`config.mk`:
```
export PLATFORM = sky130hd
export DESIGN_NAME = fm_writer
export DESIGN_NICKNAME = d
export VERILOG_FILES = /design/src/rtl/fm_writer.sv
export SDC_FILE = /design/constraint.sdc
export NUM_CORES = 1
export LEC_CHECK = 0
export ABC_AREA = 0
export CAP_MARGIN = 20
export CORE_MARGIN = 4
export CORE_UTILIZATION = 40
export CTS_CLUSTER_DIAMETER = 120
export CTS_CLUSTER_SIZE = 14
export DETAILED_ROUTE_END_ITERATION = 16
export GPL_TIMING_DRIVEN = 1
export PLACE_DENSITY = 0.67
export SKIP_LAST_GASP = 1
export SYNTH_ARGS = -nofsm -noshare
export SYNTH_HDL_FRONTEND = slang
export SYNTH_SLANG_ARGS = --single-unit
```
`constraint.sdc`:
```
create_clock -name clk -period 1.95 [get_ports clk]
set_input_delay 0.2925 -clock clk [delete_from_list [all_inputs] [get_ports clk]]
set_output_delay 0.2925 -clock clk [all_outputs]
set_load 0.005 [all_outputs]
```
`src/rtl/fm_writer.sv`:
```
// FM base writer: packs an incoming base stream into two ping-pong buffers,
// hands closed buffers to a reader and takes them back on release.
module fm_writer #(
    parameter int BASE_LEN         = 2,
    parameter int FM_BUFFER_COUNT  = 2,
    parameter int FM_RAMS_COUNT    = 2,
    parameter int FM_ENTRIES_COUNT = 8,
    parameter int FM_OFFSET_COUNT  = 2,
    localparam int FM_BUFFER_SIZE  = FM_RAMS_COUNT * FM_ENTRIES_COUNT * FM_OFFSET_COUNT,
    localparam int INDICE_LEN      = $clog2(FM_BUFFER_SIZE),
    localparam int RAM_W           = $clog2(FM_RAMS_COUNT),
    localparam int ENT_W           = $clog2(FM_ENTRIES_COUNT),
    localparam int OFF_W           = $clog2(FM_OFFSET_COUNT)
) (
    input  logic                  clk,
    input  logic                  rst,
    input  logic                  in_valid,
    input  logic [BASE_LEN-1:0]   in_base,
    input  logic                  in_last,
    output logic                  in_ready,
    output logic                  wr_en,
    output logic                  wr_buf,
    output logic [RAM_W-1:0]      wr_ram,
    output logic [ENT_W-1:0]      wr_entry,
    output logic [OFF_W-1:0]      wr_offset,
    output logic [BASE_LEN-1:0]   wr_data,
    output logic                  done_valid,
    output logic                  done_buf,
    output logic [INDICE_LEN:0]   done_len,
    output logic                  done_last,
    input  logic                  rel_valid,
    input  logic                  rel_buf,
    output logic                  rel_err
);

    localparam logic [INDICE_LEN-1:0] PTR_MAX = INDICE_LEN'(FM_BUFFER_SIZE - 1);

    logic                       r_cur;
    logic [INDICE_LEN-1:0]      r_ptr;
    logic [FM_BUFFER_COUNT-1:0] r_full;

    logic                       w_accept;
    logic                       w_close;
    logic                       w_rel_ok;
    logic [FM_BUFFER_COUNT-1:0] w_full_nxt;

    assign in_ready = !r_full[r_cur];
    assign w_accept = in_valid && in_ready;
    assign w_close  = w_accept && (r_ptr == PTR_MAX || in_last);
    // The buffer being closed is never held, so a release aimed at it is an error.
    assign w_rel_ok = rel_valid && r_full[rel_buf];

    always_comb begin
        w_full_nxt = r_full;
        if (w_rel_ok) w_full_nxt[rel_buf] = 1'b0;
        if (w_close)  w_full_nxt[r_cur]   = 1'b1;
    end

    always_ff @(posedge clk) begin
        if (rst) begin
            r_cur      <= 1'b0;
            r_ptr      <= '0;
            r_full     <= '0;
            wr_en      <= 1'b0;
            wr_buf     <= 1'b0;
            wr_ram     <= '0;
            wr_entry   <= '0;
            wr_offset  <= '0;
            wr_data    <= '0;
            done_valid <= 1'b0;
            done_buf   <= 1'b0;
            done_len   <= '0;
            done_last  <= 1'b0;
            rel_err    <= 1'b0;
        end else begin
            r_full     <= w_full_nxt;
            wr_en      <= w_accept;
            done_valid <= w_close;
            rel_err    <= rel_valid && !r_full[rel_buf];
            if (w_accept) begin
                wr_buf    <= r_cur;
                wr_ram    <= r_ptr[OFF_W+ENT_W +: RAM_W];
                wr_entry  <= r_ptr[OFF_W +: ENT_W];
                wr_offset <= r_ptr[OFF_W-1:0];
                wr_data   <= in_base;
                if (w_close) begin
                    done_buf  <= r_cur;
                    done_len  <= {1'b0, r_ptr} + (INDICE_LEN+1)'(1);
                    done_last <= in_last;
                    r_cur     <= ~r_cur;
                    r_ptr     <= '0;
                end else begin
                    r_ptr <= r_ptr + INDICE_LEN'(1);
                end
            end
        end
    end

endmodule
```
== Word-level counts from Yosys, hierarchy flattened ==
Cells that the tools add are included.
Word-level totals
  register bits after elaboration: 27
  bits of input ports: 8
  output and inout bits: 20
  logic and storage cells: 46
Cells by class
  $add $sub $neg: 2
  order comparisons: 4
  eq/ne operators: 1
  multiplexer cells: 11
  bitwise logic cells: 4
  reductions and logical operators: 10
Operator list (number)
  5-bit by 1-bit adder with 6-bit output, second input constant: 1
  1-bit logical AND: 6
  1-bit 2-to-1 mux: 6
  5-bit by 1-bit adder with 5-bit output, second input constant: 1
  5-bit == test, second input constant: 1
  5-bit 2-to-1 mux: 1
  1-bit by 2-bit < comparator with 1-bit output, second input constant: 2
  2-bit 2-to-1 mux: 2
  2-bit bitwise AND: 1
  1-bit demux with 1-bit select: 2
  1-bit >= comparator, second input constant: 2
  1-bit logical NOT: 2
  2-bit inverter: 1
  2-bit OR: 1
  2-bit AND reduction: 1
  1-bit logical OR: 1
  1-bit inverter: 1

== Depth between registers and ports, before layout ==
Gate-level depths: netlist of the first run.
  word-level depth: 9
  gate-level depth with buffers: 6
  depth with buffers taken out: 6

== Worst setup path before layout of the first run ==
OpenSTA, ideal clock, no wires.
  kind: register to register
  start: register r_ptr[0]
  end: register r_cur
  setup time: 0.070 ns
  arrival: 1.606 ns
  required time: 1.880 ns
  setup slack: 0.274 ns
  stages on the path, launching flop included: 7
  path buffers: 0
  period minus slack after synthesis: 1.676 ns
  cell sequence: dfxtp_1 > ha_1 > and3_1 > ha_1 > o21ai_2 > or3_2 > a21oi_1
Between the ends
  cells in the longest elaborated chain, start to end: 4
RTL lines
  start: declaration: line 39  | logic [INDICE_LEN-1:0] r_ptr;
  start signal: assignment: line 93  | r_ptr <= r_ptr + INDICE_LEN'(1);
  5-bit == test: line 49  | assign w_close = w_accept && (r_ptr == PTR_MAX || in_last);
  1-bit logical OR: line 49
  1-bit logical AND: line 49
  2-bit AND reduction (no source line)
  end signal: assignment: line 90  | r_cur <= ~r_cur;
  end: declaration: line 38  | logic r_cur;
No other way between the ends.
A chain may end at the register's enable or synchronous reset.

== Worst setup path after layout of the first run ==
Same ends and word-level chain as after synthesis.

==> flow_metrics.py, run 1 <==
metrics = {
    "outcome": {
        "status": "finished, final reports clean",
    },
    "die": {
        "die_h_um": 61.1,
        "dieArea_um2": 3730,
        "boundaryPins": 28,
        "design.core.area_um2": 2590,
        "initial_core_util_pct": 43.5,
        "fp-row-count": 18,
        "dieWidth_um": 61.1,
    },
    "detailed_routing": {
        "route.vias.total": 1051,
        "via_per_inst": 5.62,
        "firstDrtPassIters": 4,
        "drt_wl_total_mm": 2.81,
        "drc": 0,
        "postRouteAntennaNets": 0,
        "routedWlPerCell_um": 15.0,
        "drt-initial-drc-count": 19,
    },
    "final_layout": {
        "final_cell_mix": "clkdlybuf4s50_1, dfxtp_1, a21oi_1",
        "fin_area_um2": 1480,
        "drive_above_1_share_pct": 12.1,
        "fin_nets": 168,
        "final-seq-area_um2": 547,
        "diodes": 0,
        "final_core_util_pct": 57.0,
        "multiInputGateArea_um2": 520,
        "fillCellCount": 258,
        "syn_to_final_growth_pct": 31.0,
        "layoutNonFillerInstCount": 187,
        "final_common_cell": "clkdlybuf4s50_1",
    },
    "global_routing": {
        "grt_max_degree": 23,
        "grt_pass1_vias": 1005,
        "grt_overflow": 0,
        "grt_pass1_wl_mm": 4.49,
        "grt_antenna_before_repair": 0,
        "grt.total_usage_pct": 16.5,
    },
    "pwr": {
        "comb_power_share_pct": 14.4,
        "power_frac_seq_pct": 59.7,
        "netSwitchingPower_mw": 0.259,
        "power_leakage_nw": 0.514,
        "p_clk_share_pct": 25.9,
        "swShare_pct": 26.4,
        "power_mw": 0.980,
        "power.density_nw_per_um2": 665,
        "peakVddDrop_mv": 0.419,
        "p_int_mw": 0.721,
    },
    "setup_path": {
        "reg2reg_depth": 6,
        "worstPathRequired_ns": 2.22,
        "path_max_fanout": 8,
        "end_kind": "flip-flop",
        "cp-start-kind": "flip-flop",
        "worstSetupPathType": "flip-flop to flip-flop",
        "critPathArrivalTime_ns": 2.11,
    },
    "place": {
        "place.detailed.hpwl_mm": 1.92,
        "port_buffers": 27,
        "routabilityCongestion": 0.907,
        "place_area_um2": 1420,
        "placedCellCount": 181,
    },
    "synthesis": {
        "async_flop_share_pct": 0,
        "synthFlopType": "dfxtp_1",
        "synth_edf_count": 0,
        "synthMuxAreaShare_pct": 1.33,
        "synth_simple_gate_area_share_pct": 16.4,
        "avgSynthCellArea_um2": 8.80,
        "yosys_warnings": 0,
        "synth-xor-area-share_pct": 1.56,
        "yosysTopAreaCellShare_pct": 48.0,
        "seq_area_frac_synth_pct": 48.0,
        "synth_adder_area_share_pct": 2.22,
        "synth_area_um2": 1130,
        "synth.area.top_cells": "dfxtp_1, a21oi_1, o21ai_0",
        "synth_nets": 138,
        "synth_largest_area_cell": "dfxtp_1",
        "synthCells": 128,
        "yosysUniqueCellTypes": 32,
        "synth_compound_gate_area_share_pct": 24.6,
        "synth-seq-cells": 27,
        "synth_top_family_by_area": "compound AO/OA/AOI/OAI gates",
    },
    "clock_network": {
        "cts-htree-levels": 1,
        "clockRootBuffer": "clkbuf_4",
        "cts_buffers": 3,
        "clkSinkCount": 27,
        "clockBufferDepth": 2,
        "clk-insertion-delay-late_ns": 0.33,
        "clk_pin_slew_ns": 0.15,
        "tritoncts": "built",
    },
    "min_path": {
        "hold_path_depth": 2,
        "hp-class": "flip-flop to flip-flop",
    },
    "sta": {
        "fin_hold_ws_ns": 0.477,
        "max_freq_ghz": 0.543,
        "max_slew_margin_pct": 73.3,
        "worst_pin_slew_ns": 0.399,
        "fin_crit_ns": 1.84,
        "setup-violations-final": 0,
        "hold_viol_final": 0,
        "fin_crit_sh_pct": 94.5,
        "drv_slew": 0,
        "clock_skew_ns": 0.00493,
    },
    "run": {
        "cap_violations": 0,
    },
}
per-layer routing:
metal  track usage [%]  part of all wire [%]  up-vias  wire length [um]
met5                 0                     0        -                 0
li1                  -                     -      527                 -
met4              9.60                   1.7        0                48
met2              27.0                    46       24              1300
met3              3.14                   4.1        4               116
met1              20.2                    48      496              1340
final timing paths:
kind / start / end / slack [ns]
worst min register to register: done_last / done_last / 0.48
worst max-delay path: r_ptr[0] / r_cur / 0.11
worst max register to register: r_ptr[0] / r_cur / 0.11
worst min-delay path: done_last / done_last / 0.48
cell usage after synthesis, types with 2 or more instances:
library cell and count:
a21oi_1 23, o31ai_1 2, inv_1 3, nand2_1 3, nand4b_1 2, dfxtp_1 27
nand3_1 12, a311oi_1 2, ha_1 2, nor2b_1 4, clkbuf_1 3, nand4_1 4
o21ai_0 19, nor3_1 2, buf_4 2, nor2_1 2
flip-flops by register name, indices dropped and copies added (netlist names):
name and cells:
r_ptr 5, r_full 2, wr_en 1, wr_offset 1
r_cur 1, done_len 6, wr_data 2, done_valid 1
wr_buf 1, wr_entry 3, wr_ram 1, rel_err 1
done_buf 1, done_last 1
stage by stage:
stage,TNS [ns],worst slack (ns)
2_1_floorplan,0,0.274
5_1_grt,-0.00245,-0.00184
3_3_place_gp,0,0.179
4_1_cts,0,0.0333
6_report,0,0.107
3_5_place_dp,0,0.0757
worst max-delay path: stages (launching register included):
cell and delay [ns]:
dfxtp_2 0.41, ha_1 0.23, and3_1 0.18, ha_1 0.24, o21ai_2 0.13, or3_2 0.44, a21oi_1 0.14
power by group through the flow:
stage	Combinational [mW]	Clock (mW)	Sequential (mW)
floorplan	0.0716	0	0.596
detailed placement	0.136	0	0.597
finish	0.141	0.254	0.585
global placement	0.135	0	0.596
CTS	0.140	0.264	0.586
global route	0.154	0.292	0.588
timing repair:
| action | CTS | global route |
|---|---|---|
| hold buffers | 0 | 0 |
| gates cloned | 0 | 0 |
| buffers inserted | 1 | 1 |
| gates resized for setup | 1 | 5 |
| endpoints found under the setup margin | 1 | 6 |
| endpoints found under the hold margin | 0 | 0 |
cells by family (layout without fill, tap and decap cells):
logic type,Yosys count,count (layout)
buffers and inverters,13,42
AOI/OAI and AO/OA,50,50
DFF,27,27
muxes,1,1
xor gates and xnor gates,2,2
adders and majority gates,2,2
and+or+nand+nor,33,33
cell type report:
| cell class | count | share of cell area (%) |
|---|---|---|
| Sequential cell | 27 | 37.1 |
| Multi-Input combinational cell | 88 | 35.3 |
| Timing Repair Buffer | 34 | 22.1 |
| Tap cell | 30 | 2.54 |
| Clock buffer | 3 | 1.53 |
| Inverter | 4 | 1.02 |
| Clock inverter | 1 | 0.509 |
(Power assumes the default switching activity.)
==> run 2, diff against run 1 <==
- CTS_CLUSTER_DIAMETER: 120 -> unset
- REMOVE_ABC_BUFFERS: unset -> 1
==> run 2 against run 1 <==
- total power fell by 2.2%
- critical path depth did not move
- clock power decreased by 7.9%
- register-to-register slack gained 0.04 ns
- core utilization shrank 0.29 points
- cell area is 0.51% lower
- largest power group unchanged
- highest routed layer unchanged
==> flow_metrics.py, run 2 (same netlist as run 1, synthesis figures left out) <==
metrics = {
    "pwr": {
        "power.density_nw_per_um2": 653,
        "power_leakage_nw": 0.509,
        "netSwitchingPower_mw": 0.240,
        "power_frac_seq_pct": 61.0,
        "comb_power_share_pct": 14.6,
        "swShare_pct": 25.1,
        "power_mw": 0.958,
        "p_int_mw": 0.718,
        "peakVddDrop_mv": 0.545,
        "p_clk_share_pct": 24.4,
    },
    "detailed_routing": {
        "via_per_inst": 5.60,
        "firstDrtPassIters": 4,
        "drc": 0,
        "drt-initial-drc-count": 20,
        "route.vias.total": 1042,
        "postRouteAntennaNets": 0,
        "drt_wl_total_mm": 2.68,
        "routedWlPerCell_um": 14.4,
    },
    "final_layout": {
        "fin_area_um2": 1470,
        "top_regs": "done_len (6), r_ptr (5), wr_entry (3)",
        "final_common_cell": "clkdlybuf4s50_1",
        "final_cell_mix": "clkdlybuf4s50_1, dfxtp_1, a21oi_1",
        "layoutNonFillerInstCount": 186,
        "fin_nets": 167,
        "largest_reg_flops": 6,
        "diodes": 0,
        "drive_above_1_share_pct": 12.2,
        "final_core_util_pct": 56.7,
        "regMostFlops": "done_len",
        "syn_to_final_growth_pct": 30.3,
    },
    "sta": {
        "setup-violations-final": 0,
        "tns_ns": 0,
        "drv_slew": 0,
        "hold_viol_final": 0,
        "rsz0062_at_grt": "no",
        "worst_slack_ns": 0.146,
        "fin_hold_ws_ns": 0.482,
        "max_freq_ghz": 0.554,
        "max_slew_margin_pct": 65.9,
        "fin_crit_ns": 1.80,
        "worst_pin_slew_ns": 0.509,
        "clock_skew_ns": 0.00228,
        "fin_crit_sh_pct": 92.5,
    },
    "global_routing": {
        "grt_max_degree": 23,
        "grt.total_usage_pct": 15.4,
        "grt_pass1_vias": 965,
        "grt_pass1_wl_mm": 4.40,
        "grt_antenna_before_repair": 0,
        "grt_overflow": 0,
    },
    "place": {
        "place.detailed.hpwl_mm": 1.83,
        "dp_worst_setup_slack_ns": 0.0700,
        "port_buffers": 27,
        "placedCellCount": 180,
        "routabilityCongestion": 0.838,
        "place_area_um2": 1410,
    },
    "die": {
        "die_h_um": 61.1,
        "fp-row-count": 18,
        "dieWidth_um": 61.1,
        "boundaryPins": 28,
        "dieArea_um2": 3730,
        "initial_core_util_pct": 43.5,
        "design.core.area_um2": 2590,
    },
    "clock_network": {
        "cts_buffers": 3,
        "clockBufferDepth": 2,
        "cts_hold_buf": 0,
        "tritoncts": "built",
        "clkSinkCount": 27,
        "clk-insertion-delay-late_ns": 0.31,
        "clk_pin_slew_ns": 0.14,
        "clockRootBuffer": "clkbuf_4",
        "cts-htree-levels": 1,
    },
    "setup_path": {
        "crit-reg2reg-launch": "r_ptr[0]",
        "cp-start-kind": "flip-flop",
        "cp_slowest_cell": "or3_2",
        "end_kind": "flip-flop",
        "crit_family": "simple AND/OR/NAND/NOR gates",
        "slowest_delay_ns": 0.44,
        "startpoint": "r_ptr[0]",
        "path_max_fanout": 8,
        "path_cells": "ha_1 > and3_1 > ha_2 > o21ai_2 > or3_2 > a21oi_1",
        "worstPathRequired_ns": 2.21,
        "crit_buf_inv": 0,
        "critPathArrivalTime_ns": 2.06,
        "worstSetupPathType": "flip-flop to flip-flop",
    },
    "outcome": {
        "status": "finished, final reports clean",
    },
    "min_path": {
        "hp-class": "flip-flop to flip-flop",
        "worstHoldStart": "done_last",
    },
    "run": {
        "cap_violations": 0,
    },
}
run 2: cell count changes in the layout (fill, tap and decap cells not counted), sizes merged:
cell and delta:
buf -1, clkinv +1, clkinvlp -1
run 2: tightest hold or removal path: cells and delay by family (launching register included):
kind	cells	cell delay [ns]
AO/OA/AOI/OAI	2	0.12
flip-flops	1	0.34
run 2: final cells by class:
type | instances | area, um2
flip-flops and latches | 27 | 547
multi-input cells | 88 | 523
inverters | 4 | 15.0
fillers | 251 | 1120
clock buffers | 3 | 22.5
repair buffers | 33 | 318
well taps | 30 | 37.5
clock inverters | 1 | 5.00
run 2: power by group through the flow:
stage	clock [mW]	sequential, mW	combinational (mW)
floorplan	0	0.596	0.0516
global placement	0	0.595	0.133
detailed placement	0	0.597	0.135
CTS	0.246	0.586	0.138
global route	0.278	0.588	0.153
finish	0.234	0.585	0.140
run 2: final timing paths:
path,depth (start not counted),endpoint,slack [ns]
max,6,r_cur,0.15
min,2,done_last,0.48
max reg2reg,6,r_cur,0.15
min reg2reg,2,done_last,0.48
run 2: timing repair:
item	CTS	global route
setup endpoints to repair	1	8
setup buffers	1	1
resized for setup	1	6
run 2: routing by layer:
layer / GRT usage (%) / vias to the layer above / share of wire [%]
li1: - / 525 / -
met1: 20.2 / 485 / 45
met2: 24.9 / 30 / 48
met3: 3.35 / 2 / 6.3
met4: 5.57 / 0 / 0.82
met5: 0 / - / 0
==> run 3, diff against run 2 <==
- ABC_AREA: 0 -> 1
- ABC_CLOCK_PERIOD_IN_PS: unset -> 1950
==> run 3 against run 2 <==
- clock power increased by 5%
- worst hold slack got worse by 0.0065 ns
- via count decreased by 5.4%
- flip-flop and latch count unchanged
- cell area decreased by 0.43%
- count of clock-buffer cells in the layout increased by 1
- setup slack got worse by 0.027 ns
- combinational power increased by 24%
- maximum frequency decreased by 1.5%
- largest power group unchanged
==> flow_metrics.py, run 3 <==
metrics = {
    "min_path": {
        "hp-class": "flip-flop to flip-flop",
        "worstHoldStart": "wr_entry[1]",
    },
    "synthesis": {
        "seq_area_frac_synth_pct": 48.0,
        "synth-seq-cells": 27,
        "synth_area_um2": 1130,
        "yosys_warnings": 0,
        "synthFlopType": "dfxtp_1",
        "synth_compound_gate_area_share_pct": 9.33,
        "synth_edf_count": 0,
        "synth_largest_area_cell": "dfxtp_1",
        "synth.area.top_cells": "dfxtp_1, nand2_1, a21oi_1",
        "yosysUniqueCellTypes": 20,
        "synth_top_family_by_area": "simple AND/OR/NAND/NOR gates",
        "yosysMostFrequentCell": "nand2_1",
        "synthTopCellsByCount": "nand2_1, dfxtp_1, a21oi_1",
        "avgSynthCellArea_um2": 7.87,
        "synth-xor-area-share_pct": 0.778,
        "synthCells": 143,
        "yosysTopAreaCellShare_pct": 48.0,
        "synth_simple_gate_area_share_pct": 33.7,
        "async_flop_share_pct": 0,
        "synth_adder_area_share_pct": 2.22,
        "synthMuxAreaShare_pct": 0,
    },
    "clock_network": {
        "clockBufferDepth": 2,
        "tritoncts": "built",
        "clk-insertion-delay-late_ns": 0.34,
        "cts_hold_buf": 0,
        "clockRootBuffer": "clkbuf_4",
        "clkSinkCount": 27,
        "cts_buffers": 3,
        "clk_pin_slew_ns": 0.15,
        "cts-htree-levels": 1,
    },
    "final_layout": {
        "fin_nets": 184,
        "final-seq-area_um2": 542,
        "fillCellCount": 260,
        "syn_to_final_growth_pct": 29.8,
        "drive_above_1_share_pct": 10.4,
        "largest_reg_flops": 6,
        "multiInputGateArea_um2": 518,
        "regMostFlops": "done_len",
        "final_cell_mix": "nand2_1, clkdlybuf4s50_1, dfxtp_1",
        "diodes": 0,
        "final_common_cell": "nand2_1",
        "top_regs": "done_len (6), r_ptr (5), wr_entry (3)",
    },
    "setup_path": {
        "end_kind": "output pin",
        "startpoint": "r_cur",
        "worstSetupPathType": "flip-flop to output pin",
        "cp-start-kind": "flip-flop",
        "crit-reg2reg-launch": "r_ptr[0]",
        "r2r_slack_ns": 0.29,
        "worstPathRequired_ns": 1.66,
        "critPathArrivalTime_ns": 1.54,
        "path_max_fanout": 6,
    },
    "sta": {
        "max_freq_ghz": 0.546,
        "fin_crit_sh_pct": 93.9,
        "setup-violations-final": 0,
        "max_slew_margin_pct": 77.2,
        "hold_viol_final": 0,
        "tns_ns": 0,
        "drv_slew": 0,
        "fin_crit_ns": 1.83,
        "worst_pin_slew_ns": 0.342,
        "rsz0062_at_grt": "no",
        "clock_skew_ns": 0.0134,
    },
    "detailed_routing": {
        "drc": 0,
        "via_per_inst": 4.86,
        "routedWlPerCell_um": 11.8,
        "route.vias.total": 986,
        "postRouteAntennaNets": 0,
        "drt-initial-drc-count": 31,
        "drt_wl_total_mm": 2.40,
        "firstDrtPassIters": 4,
    },
    "global_routing": {
        "grt_pass1_wl_mm": 3.95,
        "grt.total_usage_pct": 14.0,
        "grt_antenna_before_repair": 0,
        "grt_max_degree": 18,
        "grt_pass1_vias": 933,
        "grt_overflow": 0,
    },
    "die": {
        "boundaryPins": 28,
        "initial_core_util_pct": 43.5,
        "die_h_um": 61.1,
        "design.core.area_um2": 2590,
        "dieArea_um2": 3730,
        "dieWidth_um": 61.1,
        "fp-row-count": 18,
    },
    "run": {
        "cap_violations": 0,
    },
    "pwr": {
        "power.density_nw_per_um2": 693,
        "power_mw": 1.01,
        "peakVddDrop_mv": 0.590,
        "power_leakage_nw": 0.573,
    },
    "place": {
        "port_buffers": 27,
        "routabilityCongestion": 0.825,
        "place.detailed.hpwl_mm": 1.77,
    },
    "outcome": {
        "status": "finished, final reports clean",
    },
}
[run 3: changes by cell type in the layout (fill, tap and decap cells not counted), moves of 3 or more]
cell / delta
a21oi_1: -8
inv_1: +7
nand2_1: +40
nor2_1: +12
nor2_4: +3
nor2b_1: -4
o21ai_0: -18
[run 3: worst max-delay path: stages (launching register included)]
cell	delay [ns]
dfxtp_2	0.38
inv_1	0.11
nand2_1	0.10
nand2_4	0.11
clkdlybuf4s50_1	0.50
[run 3: per-layer routing]
metal / wire length, um / part of all wire, % / vias to the layer above / track usage, %
met4: 19 / 0.79 / 0 / 2.79
li1: - / - / 520 / -
met2: 1240 / 52 / 13 / 23.6
met5: 0 / 0 / - / 0
met3: 103 / 4.3 / 3 / 4.40
met1: 1030 / 43 / 450 / 17.5
[run 3: final timing paths]
kind | cells past startpoint | end
max | 4 | in_ready
min | 2 | wr_entry[1]
max reg2reg | 9 | r_cur
min reg2reg | 2 | wr_entry[1]
[run 3: area by class of cell]
type	count	share of cell area [%]
flip-flops and latches	27	37.1
multi-input cells	101	35.4
repair buffers	31	20.5
inverters	10	2.57
well taps	30	2.57
clock buffers	4	1.80
[run 3: repair_timing]
item                       4_1_cts  5_1_grt
resized for setup                0        1
setup buffers                    0        2
setup endpoints to repair        0        1
[run 3: cells by family (layout without fill, tap and decap cells)]
group | count (synthesis) | after routing
flip-flops | 27 | 27
adder cells (fa/ha/maj) | 2 | 2
buffers and inverters | 15 | 45
XOR/XNOR | 1 | 1
AO/OA/AOI/OAI | 19 | 19
AND/OR/NAND/NOR | 79 | 79
[run 3: report_power, final]
part	leakage (nW)	switching (mW)	internal [mW]
registers	0.221	0.0161	0.577
logic	0.337	0.0873	0.0867
clock network	0.0150	0.165	0.0805
total	0.573	0.269	0.744
[run 3: per-stage QoR]
step / hold WS [ns] / setup WS (ns) / instances / util [%] / cell area [um2]
after floorplan: 0.355 / 0.448 / 138 / - / 1100
after CTS: 0.479 / 0.0619 / 201 / 55.8 / 1450
final: 0.475 / 0.118 / 203 / 56.4 / 1460
after global routing: 0.494 / 0.0259 / 203 / 56.4 / 1460
after global placement: 0.455 / 0.385 / 197 / 54.8 / 1420
after detailed placement: 0.459 / 0.332 / 197 / 54.8 / 1420
